File: config.mk
export PLATFORM = sky130hd
export DESIGN_NAME = decode_unit
export DESIGN_NICKNAME = d
export VERILOG_FILES = /design/src/rtl/mips_pkg.sv /design/src/rtl/ctrl_decode.sv /design/src/rtl/decode_unit.sv
export SDC_FILE = /design/constraint.sdc
export NUM_CORES = 1
export LEC_CHECK = 0
export BUFFER_PORTS_ARGS = -buffer_cell sky130_fd_sc_hd__clkbuf_2
export CORE_MARGIN = 10
export CORE_UTILIZATION = 50
export CTS_CLUSTER_SIZE = 25
export DETAILED_ROUTE_END_ITERATION = 10
export PLACE_DENSITY_LB_ADDON = 0.12
export SYNTH_ARGS = -nofsm -noshare
export SYNTH_HDL_FRONTEND = slang
export SYNTH_HIERARCHICAL = 1
export SYNTH_SLANG_ARGS = --single-unit
File: constraint.sdc
create_clock -name clk -period 2.34 [get_ports clk]
set_input_delay 0 -clock clk [delete_from_list [all_inputs] [get_ports clk]]
set_output_delay 0 -clock clk [all_outputs]
set_load 0.02 [all_outputs]
File: src/rtl/mips_pkg.sv
// Shared MIPS opcode/funct encodings and decode record types.
// Used by the decode stage, ALU control and the immediate extender.
package mips_pkg;

  localparam logic [5:0] OP_RTYPE = 6'h00;
  localparam logic [5:0] OP_J     = 6'h02;
  localparam logic [5:0] OP_BEQ   = 6'h04;
  localparam logic [5:0] OP_BNE   = 6'h05;
  localparam logic [5:0] OP_ADDI  = 6'h08;
  localparam logic [5:0] OP_ADDIU = 6'h09;
  localparam logic [5:0] OP_SLTI  = 6'h0A;
  localparam logic [5:0] OP_SLTIU = 6'h0B;
  localparam logic [5:0] OP_ANDI  = 6'h0C;
  localparam logic [5:0] OP_ORI   = 6'h0D;
  localparam logic [5:0] OP_XORI  = 6'h0E;
  localparam logic [5:0] OP_LUI   = 6'h0F;
  localparam logic [5:0] OP_LW    = 6'h23;
  localparam logic [5:0] OP_SW    = 6'h2B;

  localparam logic [5:0] FN_SLL   = 6'h00;
  localparam logic [5:0] FN_SRL   = 6'h02;
  localparam logic [5:0] FN_ADD   = 6'h20;
  localparam logic [5:0] FN_SUB   = 6'h22;
  localparam logic [5:0] FN_AND   = 6'h24;
  localparam logic [5:0] FN_OR    = 6'h25;
  localparam logic [5:0] FN_SLT   = 6'h2A;

  typedef struct packed {
    logic reg_write;
    logic mem_read;
    logic mem_write;
    logic alu_src;
    logic branch;
    logic jump;
    logic illegal;
    logic sign_ext;
  } ctrl_t;

  typedef struct packed {
    logic [5:0]  opcode;
    logic [4:0]  rs;
    logic [4:0]  rt;
    logic [4:0]  rd;
    logic [4:0]  shamt;
    logic [5:0]  funct;
    logic [15:0] imm16;
  } fields_t;

  function automatic fields_t split_instr(input logic [31:0] w);
    fields_t f;
    f.opcode = w[31:26];
    f.rs     = w[25:21];
    f.rt     = w[20:16];
    f.rd     = w[15:11];
    f.shamt  = w[10:6];
    f.funct  = w[5:0];
    f.imm16  = w[15:0];
    return f;
  endfunction

endpackage

File: src/rtl/ctrl_decode.sv
// Combinational main control: opcode to datapath controls and extender mode.
module ctrl_decode
  import mips_pkg::*;
(
  input  logic [5:0] opcode,
  output ctrl_t      ctrl
);

  always_comb begin
    ctrl = '0;
    unique case (opcode)
      OP_RTYPE: ctrl.reg_write = 1'b1;
      OP_ADDI, OP_ADDIU, OP_SLTI, OP_SLTIU: begin
        ctrl.reg_write = 1'b1;
        ctrl.alu_src   = 1'b1;
        ctrl.sign_ext  = 1'b1;
      end
      OP_ANDI, OP_ORI, OP_XORI, OP_LUI: begin
        ctrl.reg_write = 1'b1;
        ctrl.alu_src   = 1'b1;
      end
      OP_LW: begin
        ctrl.reg_write = 1'b1;
        ctrl.alu_src   = 1'b1;
        ctrl.mem_read  = 1'b1;
        ctrl.sign_ext  = 1'b1;
      end
      OP_SW: begin
        ctrl.mem_write = 1'b1;
        ctrl.alu_src   = 1'b1;
        ctrl.sign_ext  = 1'b1;
      end
      OP_BEQ, OP_BNE: begin
        ctrl.branch   = 1'b1;
        ctrl.sign_ext = 1'b1;
      end
      OP_J:    ctrl.jump    = 1'b1;
      default: ctrl.illegal = 1'b1;
    endcase
  end

endmodule

File: src/rtl/decode_unit.sv
// Decode stage: decodes the fetched word and holds fields/controls in a
// one-entry valid/ready pipeline register.
module decode_unit
  import mips_pkg::*;
#(
  parameter logic [31:0] NOP_INSTR = 32'h0000_0000
) (
  input  logic        clk,
  input  logic        rst_n,
  input  logic        in_valid,
  output logic        in_ready,
  input  logic [31:0] in_instr,
  input  logic [31:0] in_pc,
  input  logic        flush,
  output logic        out_valid,
  input  logic        out_ready,
  output logic [31:0] out_pc,
  output logic [4:0]  rs,
  output logic [4:0]  rt,
  output logic [4:0]  rd,
  output logic [4:0]  shamt,
  output logic [5:0]  opcode,
  output logic [5:0]  funct,
  output logic [15:0] imm16,
  output logic        sign_ext,
  output logic        reg_write,
  output logic        mem_read,
  output logic        mem_write,
  output logic        alu_src,
  output logic        branch,
  output logic        jump,
  output logic        illegal
);

  ctrl_t   dec_ctrl;
  ctrl_t   ctrl_q;
  fields_t fields_q;
  logic    valid_q;
  logic    capture;

  ctrl_decode u_ctrl_decode (
    .opcode (in_instr[31:26]),
    .ctrl   (dec_ctrl)
  );

  assign in_ready = !valid_q || out_ready;
  assign capture  = in_valid && in_ready && !flush;

  // Controls are zeroed whenever the entry empties, so they are already
  // gated by out_valid without extra output logic.
  always_ff @(posedge clk or negedge rst_n) begin
    if (!rst_n) begin
      valid_q  <= 1'b0;
      out_pc   <= '0;
      fields_q <= '0;
      ctrl_q   <= '0;
    end else if (flush) begin
      valid_q  <= 1'b0;
      fields_q <= split_instr(NOP_INSTR);
      ctrl_q   <= '0;
    end else if (capture) begin
      valid_q  <= 1'b1;
      out_pc   <= in_pc;
      fields_q <= split_instr(in_instr);
      ctrl_q   <= dec_ctrl;
    end else if (valid_q && out_ready) begin
      valid_q  <= 1'b0;
      fields_q <= split_instr(NOP_INSTR);
      ctrl_q   <= '0;
    end
  end

  assign out_valid = valid_q;
  assign opcode    = fields_q.opcode;
  assign rs        = fields_q.rs;
  assign rt        = fields_q.rt;
  assign rd        = fields_q.rd;
  assign shamt     = fields_q.shamt;
  assign funct     = fields_q.funct;
  assign imm16     = fields_q.imm16;
  assign sign_ext  = ctrl_q.sign_ext;
  assign reg_write = ctrl_q.reg_write;
  assign mem_read  = ctrl_q.mem_read;
  assign mem_write = ctrl_q.mem_write;
  assign alu_src   = ctrl_q.alu_src;
  assign branch    = ctrl_q.branch;
  assign jump      = ctrl_q.jump;
  assign illegal   = ctrl_q.illegal;

endmodule

## After elaboration in Yosys (flattened, before gate mapping)

Index checks and enable logic that the tools add are counted.

| operators by class | value |
|---|---|
| equal/unequal tests | 13 |
| multiplexer cells | 17 |
| bitwise logic cells | 1 |
| reduce and logical (&&, ||, !) cells | 14 |

Operators with widths:

| operator | count |
|---|---|
| two-way mux 48 bit | 3 |
| equality test 6 x 4 -> 1 bit, second input constant | 8 |
| two-way mux 8 bit | 3 |
| OR reduction 10 bit | 2 |
| OR reduction 14 bit | 1 |
| equality test 6 x 3 -> 1 bit, second input constant | 2 |
| equality test 6 bit, second input constant | 2 |
| two-way mux 1 bit | 11 |
| OR reduction 8 bit | 1 |
| equality test 6 x 2 -> 1 bit, second input constant | 1 |
| logical NOT 6 bit | 1 |
| logical AND 1 bit | 3 |
| nonzero test 3 bit | 1 |
| logical NOT 1 bit | 2 |
| AND reduction 2 bit | 1 |
| OR reduction 2 bit | 1 |
| logical OR 1 bit | 1 |
| inverter 1 bit | 1 |

| storage, ports and cells | value |
|---|---|
| flip-flop bits (word level) | 89 |
| input bits | 69 |
| output and inout bits | 90 |
| word-level logic and storage cells | 62 |

## Longest topological paths before layout

Gate-level depths: netlist (run 1).

| logic depth | value |
|---|---|
| depth in word-level cells | 6 |
| gate-level depth with buffers | 7 |
| mapped depth without buffers | 6 |

## By module

The synthesis (run 1) kept the hierarchy.

Modules (own cells, without submodules):

| module | instances | cells an instance | area an instance (um^2) | sequential area each (um^2) |
|---|---|---|---|---|
| decode_unit | 1 | 316 | 3,699.8 | 1,826.8 |
| ctrl_decode | 1 | 22 | 145.1 | 0.0 |

## Worst setup path after synthesis (run 1)

Ideal clock, no wire load.

| timing path | value |
|---|---|
| path kind | reg2reg |
| start | register valid_q, in the netlist out_valid |
| end | register out_pc[21] |
| setup time | 0.125 ns |
| data arrival time | 1.568 ns |
| data required time | 2.215 ns |
| slack | 0.647 ns |
| cell stages (with the launch flop) | 6 |
| path buffers | 2 |
| period minus slack after synthesis | 1.693 ns |
| cells stage by stage | dfrtp_1 -> nor2b_1 -> buf_2 -> nor3b_4 -> buf_6 -> mux2_2 |

| on the way | value |
|---|---|
| word-level cells in the longest chain between the ends | 5 |

Ends and longest elaborated chain:

| element | line | text |
|---|---|---|
| start, declared | decode_unit.sv:38 | `logic valid_q;` |
| start signal, assigned | decode_unit.sv:53 | `valid_q <= 1'b0;` |
| start signal, assigned | decode_unit.sv:58 | `valid_q <= 1'b0;` |
| start signal, assigned | decode_unit.sv:62 | `valid_q <= 1'b1;` |
| logical NOT 1 bit | decode_unit.sv:46 | `assign in_ready = !valid_q \|\| out_ready;` |
| logical OR 1 bit | decode_unit.sv:46 |  |
| logical AND 1 bit (2 in series) | decode_unit.sv:47 | `assign capture = in_valid && in_ready && !flush;` |
| AND reduction 2 bit (no source line) | n/a |  |
| end signal, assigned | decode_unit.sv:63 | `out_pc <= in_pc;` |
| end, declared | decode_unit.sv:17 | `output logic [31:0] out_pc,` |

Every way passes these cells.
A chain may end at the register's enable or synchronous reset.

## Worst setup path after layout (run 1)

| timing path | value |
|---|---|
| start | register valid_q, in the netlist out_valid |
| end | output in_ready |

| on the way | value |
|---|---|
| word-level cells in the longest chain between the ends | 2 |

Ends and longest elaborated chain:

| element | line | text |
|---|---|---|
| logical NOT 1 bit | decode_unit.sv:46 |  |
| logical OR 1 bit | decode_unit.sv:46 |  |
| end, declared | decode_unit.sv:11 | `output logic in_ready,` |

Every way passes these cells.

==> flow_summary.json, run 1 <==
{
  "synth_edf_count": 0,
  "finalWirelength_um": 11370,
  "setup_ws_ns": 0.7495,
  "period_share_pct": 67.97,
  "htree_levels": 3,
  "holdCritPathClass": "in -> reg",
  "syn_area_sq_um": 3845,
  "rows": 31,
  "grt_setup_unrepaired": "no",
  "cts_setup_buffers": 0,
  "crit_chain": "nor2b_4 > buf_4 > inv_1 > clkbuf_2",
  "clockBufferDepth": 2,
  "grtUsageTotal_pct": 19.43,
  "async_reset_ff_share_pct": 100.0,
  "power.static_leakage_nw": 2.558,
  "worstSetupStartpointType": "register",
  "num_antenna_cells": 0,
  "required_ns": 2.34,
  "slowest_delay_ns": 0.45,
  "finalNonFillerCells": 627,
  "synth-seq-cells": 73,
  "critPathKind": "reg -> out",
  "routed_via_density": 5.429,
  "final.min_clock_period_ns": 1.591,
  "grt_max_degree": 74,
  "grt_pass1_wl_um": 18320,
  "grt_pass1_vias": 3653,
  "synth_nets": 407,
  "vias": 3404,
  "status": "completed",
  "numCtsBuffers": 9,
  "syn2layout_area_growth_pct": 38.66,
  "cp_slowest_cell": "buf_4",
  "synthDistinctLibCells": 29,
  "yosysSeqAreaShare_pct": 47.51,
  "die_width_um": 107.7,
  "path_clk_slew_ns": 0.08,
  "final.hold.worst_slack_ns": 0.01521,
  "hold_viol": 0,
  "place_inst": 554,
  "cts_root_buffer": "clkbuf_8",
  "slew_headroom_pct": 38.17,
  "die_area_sq_um": 11600,
  "firstDrtPassIters": 4,
  "worst_pin_slew_ns": 0.9275,
  "ys_warn_count": 6,
  "grt-ovfl-total": 0,
  "drive_above_1_share_pct": 47.92,
  "dpl.hpwl_um": 7176,
  "cts_hold_buf": 57,
  "start_util_pct": 52.17,
  "place_ws_ns": 0.7659,
  "antenna_left": 0,
  "ir_drop_mv": 0.4183,
  "post_cts_resized": 0,
  "max-cap-violations": 0,
  "syn_inst": 338,
  "setup_violations": 0,
  "syn_area_per_cell_sq_um": 11.38,
  "synth_top_flop_cell": "dfrtp_1",
  "die_h_um": 107.7,
  "fin_nets": 592,
  "core-area_sq_um": 7370,
  "portBuffers": 158,
  "max_freq_mhz": 628.7,
  "crit_path_max_fanout": 42,
  "power.density_nw_per_um2": 662.8,
  "clock_latency_ns": 0.36,
  "cts_num_sinks": 73,
  "drt-initial-drc-count": 157,
  "finalMaxSlewViolations": 0,
  "setup_tns_ns": 0,
  "layout_commonest_cell": "clkbuf_2",
  "gp_congestion": 0.7323,
  "antenna_found_initial": 0,
  "skew_ns": 0.01127,
  "arrival_ns": 1.59,
  "endpoint_kind": "output pin",
  "wl_per_cell_um": 18.13,
  "pin_count": 159,
  "most-common-layout-cells": "clkbuf_2 (156), dfrtp_1 (73), dlygate4sd3_1 (57), a21oi_1 (43)",
  "filler_cell_count": 558,
  "cts_tree": "built",
  "drcViolationCount": 0
}
power breakdown:
group	internal, mW	switching [mW]
registers	1.40	0.0935
clock network	0.611	0.511
logic	0.393	0.524
total	2.41	1.13
cell type report:
cell class / count / area [sq um] / area share (%)
repair buffers: 222 / 1419 / 26.61
clock buffers: 9 / 123.9 / 2.323
flip-flops and latches: 73 / 1827 / 34.26
clock inverters: 7 / 102.6 / 1.924
multi-input cells: 215 / 1728 / 32.41
inverters: 2 / 7.507 / 0.1408
well taps: 99 / 123.9 / 2.323
routing by layer:
layer	up-vias	GRT usage (%)	routed length, um
met2	125	31.66	5585
met1	1651	21.88	4433
met5	-	0	0
li1	1612	-	-
met3	16	8.144	1165
met4	0	8.206	183
registers in the layout (all words and copies together) (netlist names):
signal	cells
alu_src	1
branch	1
funct	5
illegal	1
imm16	2
jump	1
mem_read	1
mem_write	1
opcode	6
out_pc	32
out_valid	1
rd	5
reg_write	1
rs	5
rt	5
shamt	4
sign_ext	1
cells in the mapped netlist, types with 2 or more instances:
| cell | number | share of area [%] |
|---|---|---|
| buf_1 | 2 | 0.20 |
| nand2b_1 | 2 | 0.33 |
| or3_1 | 2 | 0.33 |
| nor2_1 | 2 | 0.20 |
| a21oi_1 | 43 | 5.6 |
| buf_6 | 4 | 1.2 |
| mux2_1 | 3 | 0.88 |
| clkbuf_1 | 16 | 1.6 |
| dfrtp_1 | 73 | 48 |
| mux2i_1 | 40 | 10 |
| a32oi_1 | 40 | 9.1 |
| buf_2 | 7 | 0.91 |
| inv_1 | 2 | 0.20 |
| nor3_1 | 2 | 0.26 |
| mux2_2 | 29 | 8.5 |
| buf_4 | 19 | 3.7 |
| or2_2 | 40 | 6.5 |
stage by stage:
stage / area [sq um] / util, % / power, mW
6_report: 5331 / 72.34 / 3.534
2_1_floorplan: 3845 / - / 2.050
4_1_cts: 5331 / 72.34 / 3.557
3_5_place_dp: 4534 / 61.53 / 2.360
5_1_grt: 5331 / 72.34 / 3.712
3_3_place_gp: 4534 / 61.53 / 2.331
path summary, 6_finish.rpt:
check,from,to,slack (ns),cells after the start
min reg2reg,out_pc[28],out_pc[28],0.49,1
min,in_instr[8],shamt[2],0.02,3
max reg2reg,out_valid,out_pc[1],0.76,4
max in group asynchronous,rst_n,opcode[4],1.39,2
max,out_valid,in_ready,0.75,4
min in group asynchronous,rst_n,out_pc[21],0.33,2
cell families (layout without fill, tap and decap cells):
group,Yosys count,after routing,share of synthesized area (%)
and+or+nand+nor,56,56,9.502
AOI/OAI and AO/OA,87,87,15.46
buffers and inverters,50,240,7.745
muxes,72,72,19.78
DFF,73,73,47.51
worst max-delay path: cells and delay by family, from the launching register on:
kind                   cells  cell delay (ns)
buffers and inverters      3             0.72
flip-flops                 1             0.35
AND/OR/NAND/NOR            1             0.17
No activity file was read; power rests on OpenSTA's default activity.
==> run 2: changes to the inputs <==
CORE_UTILIZATION = 44   (was 50)
clock period = 1.4 ns   (was 2.34 ns; I/O delays follow)
==> flow_summary.json, run 2 (synthesis results as in run 1) <==
{
  "rows": 34,
  "start_util_pct": 44.74,
  "slew_headroom_pct": 68.85,
  "dpl.hpwl_um": 7344,
  "grt_max_degree": 49,
  "most-common-layout-cells": "clkbuf_2 (156), dfrtp_1 (72), a21oi_1 (43), dlygate4sd3_1 (43)",
  "numCtsBuffers": 9,
  "path_clk_slew_ns": 0.09,
  "layout_commonest_cell": "clkbuf_2",
  "drcViolationCount": 0,
  "antenna_found_initial": 0,
  "arrival_ns": 1.73,
  "power_mw": 5.753,
  "required_ns": 1.63,
  "critPathKind": "reg -> reg",
  "power.density_nw_per_um2": 1065,
  "setup_ws_ns": -0.09614,
  "period_share_pct": 106.9,
  "worstSetupStartpointType": "register",
  "vias": 3345,
  "largest_reg_flops": 32,
  "gp_congestion": 0.7148,
  "die_h_um": 113.5,
  "grt_pass1_vias": 3566,
  "final.min_clock_period_ns": 1.496,
  "ir_drop_mv": 0.8432,
  "worst_pin_slew_ns": 0.4672,
  "power.static_leakage_nw": 2.609,
  "skew_ns": 0.007206,
  "fin_nets": 595,
  "violations": "negative setup slack",
  "place_ws_ns": -0.06411,
  "max-cap-violations": 0,
  "grt_setup_unrepaired": "yes",
  "pin_count": 159,
  "portBuffers": 158,
  "cts_tree": "built",
  "max_freq_mhz": 668.4,
  "setup_violations": 33,
  "grtUsageTotal_pct": 17.14,
  "utilization_pct": 62.84,
  "regMostFlops": "out_pc",
  "crit_path_max_fanout": 16,
  "drt-initial-drc-count": 162,
  "endpoint_kind": "register",
  "antenna_left": 0,
  "htree_levels": 3,
  "clockBufferDepth": 2,
  "grt-ovfl-total": 0,
  "firstDrtPassIters": 4,
  "finalMaxSlewViolations": 0,
  "multi_input_area_sq_um": 1739,
  "clock_latency_ns": 0.34,
  "holdCritPathClass": "in -> reg",
  "wl_per_cell_um": 17.99,
  "filler_cell_count": 708,
  "cts_root_buffer": "clkbuf_8",
  "drive_above_1_share_pct": 51.04,
  "finalWirelength_um": 11490,
  "die_width_um": 113.5,
  "core-area_sq_um": 8593,
  "cts_num_sinks": 73,
  "hold_viol": 0,
  "status": "finished, violations left",
  "routed_via_density": 5.235,
  "die_area_sq_um": 12880,
  "grt_pass1_wl_um": 18350,
  "num_antenna_cells": 0,
  "regArea_sq_um": 1828,
  "syn2layout_area_growth_pct": 40.45
}
==> run 2: cell count changes in the layout (fill, tap and decap cells not counted), sizes merged <==
cell,delta
clkinv,+1
dlygate4sd3,-14
clkbuf,+1
bufinv,-1
buf,+16
==> run 2: final timing paths <==
check / from / end / slack [ns] / cells past startpoint
max in group asynchronous: rst_n / rd[0] / 0.80 / 3
min in group asynchronous: rst_n / out_pc[26] / 0.08 / 2
max: out_valid / out_pc[19] / -0.1 / 5
min: in_instr[18] / rt[2] / 0.006 / 3
min reg2reg: out_pc[7] / out_pc[7] / 0.49 / 1
max reg2reg: out_valid / out_pc[19] / -0.1 / 5
==> run 2: report_power, final <==
part           total, mW  switching (mW)  internal (mW)
clock               1.68           0.846          0.839
combinational       1.57           0.873          0.696
sequential          2.50           0.156           2.34
total               5.75            1.88           3.88
==> run 2: stage by stage <==
step	TNS (ns)	instance area [sq um]	hold slack, ns	instances
4_1_cts	-2.255	5375	0.0005070	638
3_5_place_dp	-1.841	4682	-0.08493	576
2_1_floorplan	-8.446	3849	-0.2956	338
6_report	-2.425	5400	0.005604	639
3_3_place_gp	-1.182	4682	-0.08252	576
5_1_grt	-4.675	5400	0.01960	639
==> run 2: area by class of cell <==
class / instances / share of cell area (%)
well taps: 108 / 2.502
clock buffers: 9 / 2.294
flip-flops and latches: 73 / 33.85
clock inverters: 7 / 1.437
multi-input cells: 215 / 32.21
repair buffers: 225 / 27.57
inverters: 2 / 0.1390
==> run 2: routing by layer <==
metal,global-route usage (%),share of wire [%]
met4,4.907,1.5
met3,7.979,9.9
met1,19.90,41
met5,0,0
met2,27.72,48
==> run 2: critical path, stage by stage, from the launching register on <==
cell and delay [ns]:
dfrtp_2 0.41, nor2b_4 0.14, nor3b_4 0.18, buf_4 0.16, buf_16 0.15, mux2_2 0.34
==> run 2: what timing repair did <==
action / CTS / global route
hold endpoints to repair: 115 / 0
pin swaps: 1 / 0
endpoints found under the setup margin: 33 / 33
cloned: 1 / 1
resized for setup: 6 / 0
setup buffers: 2 / 0
hold buffers: 43 / 0
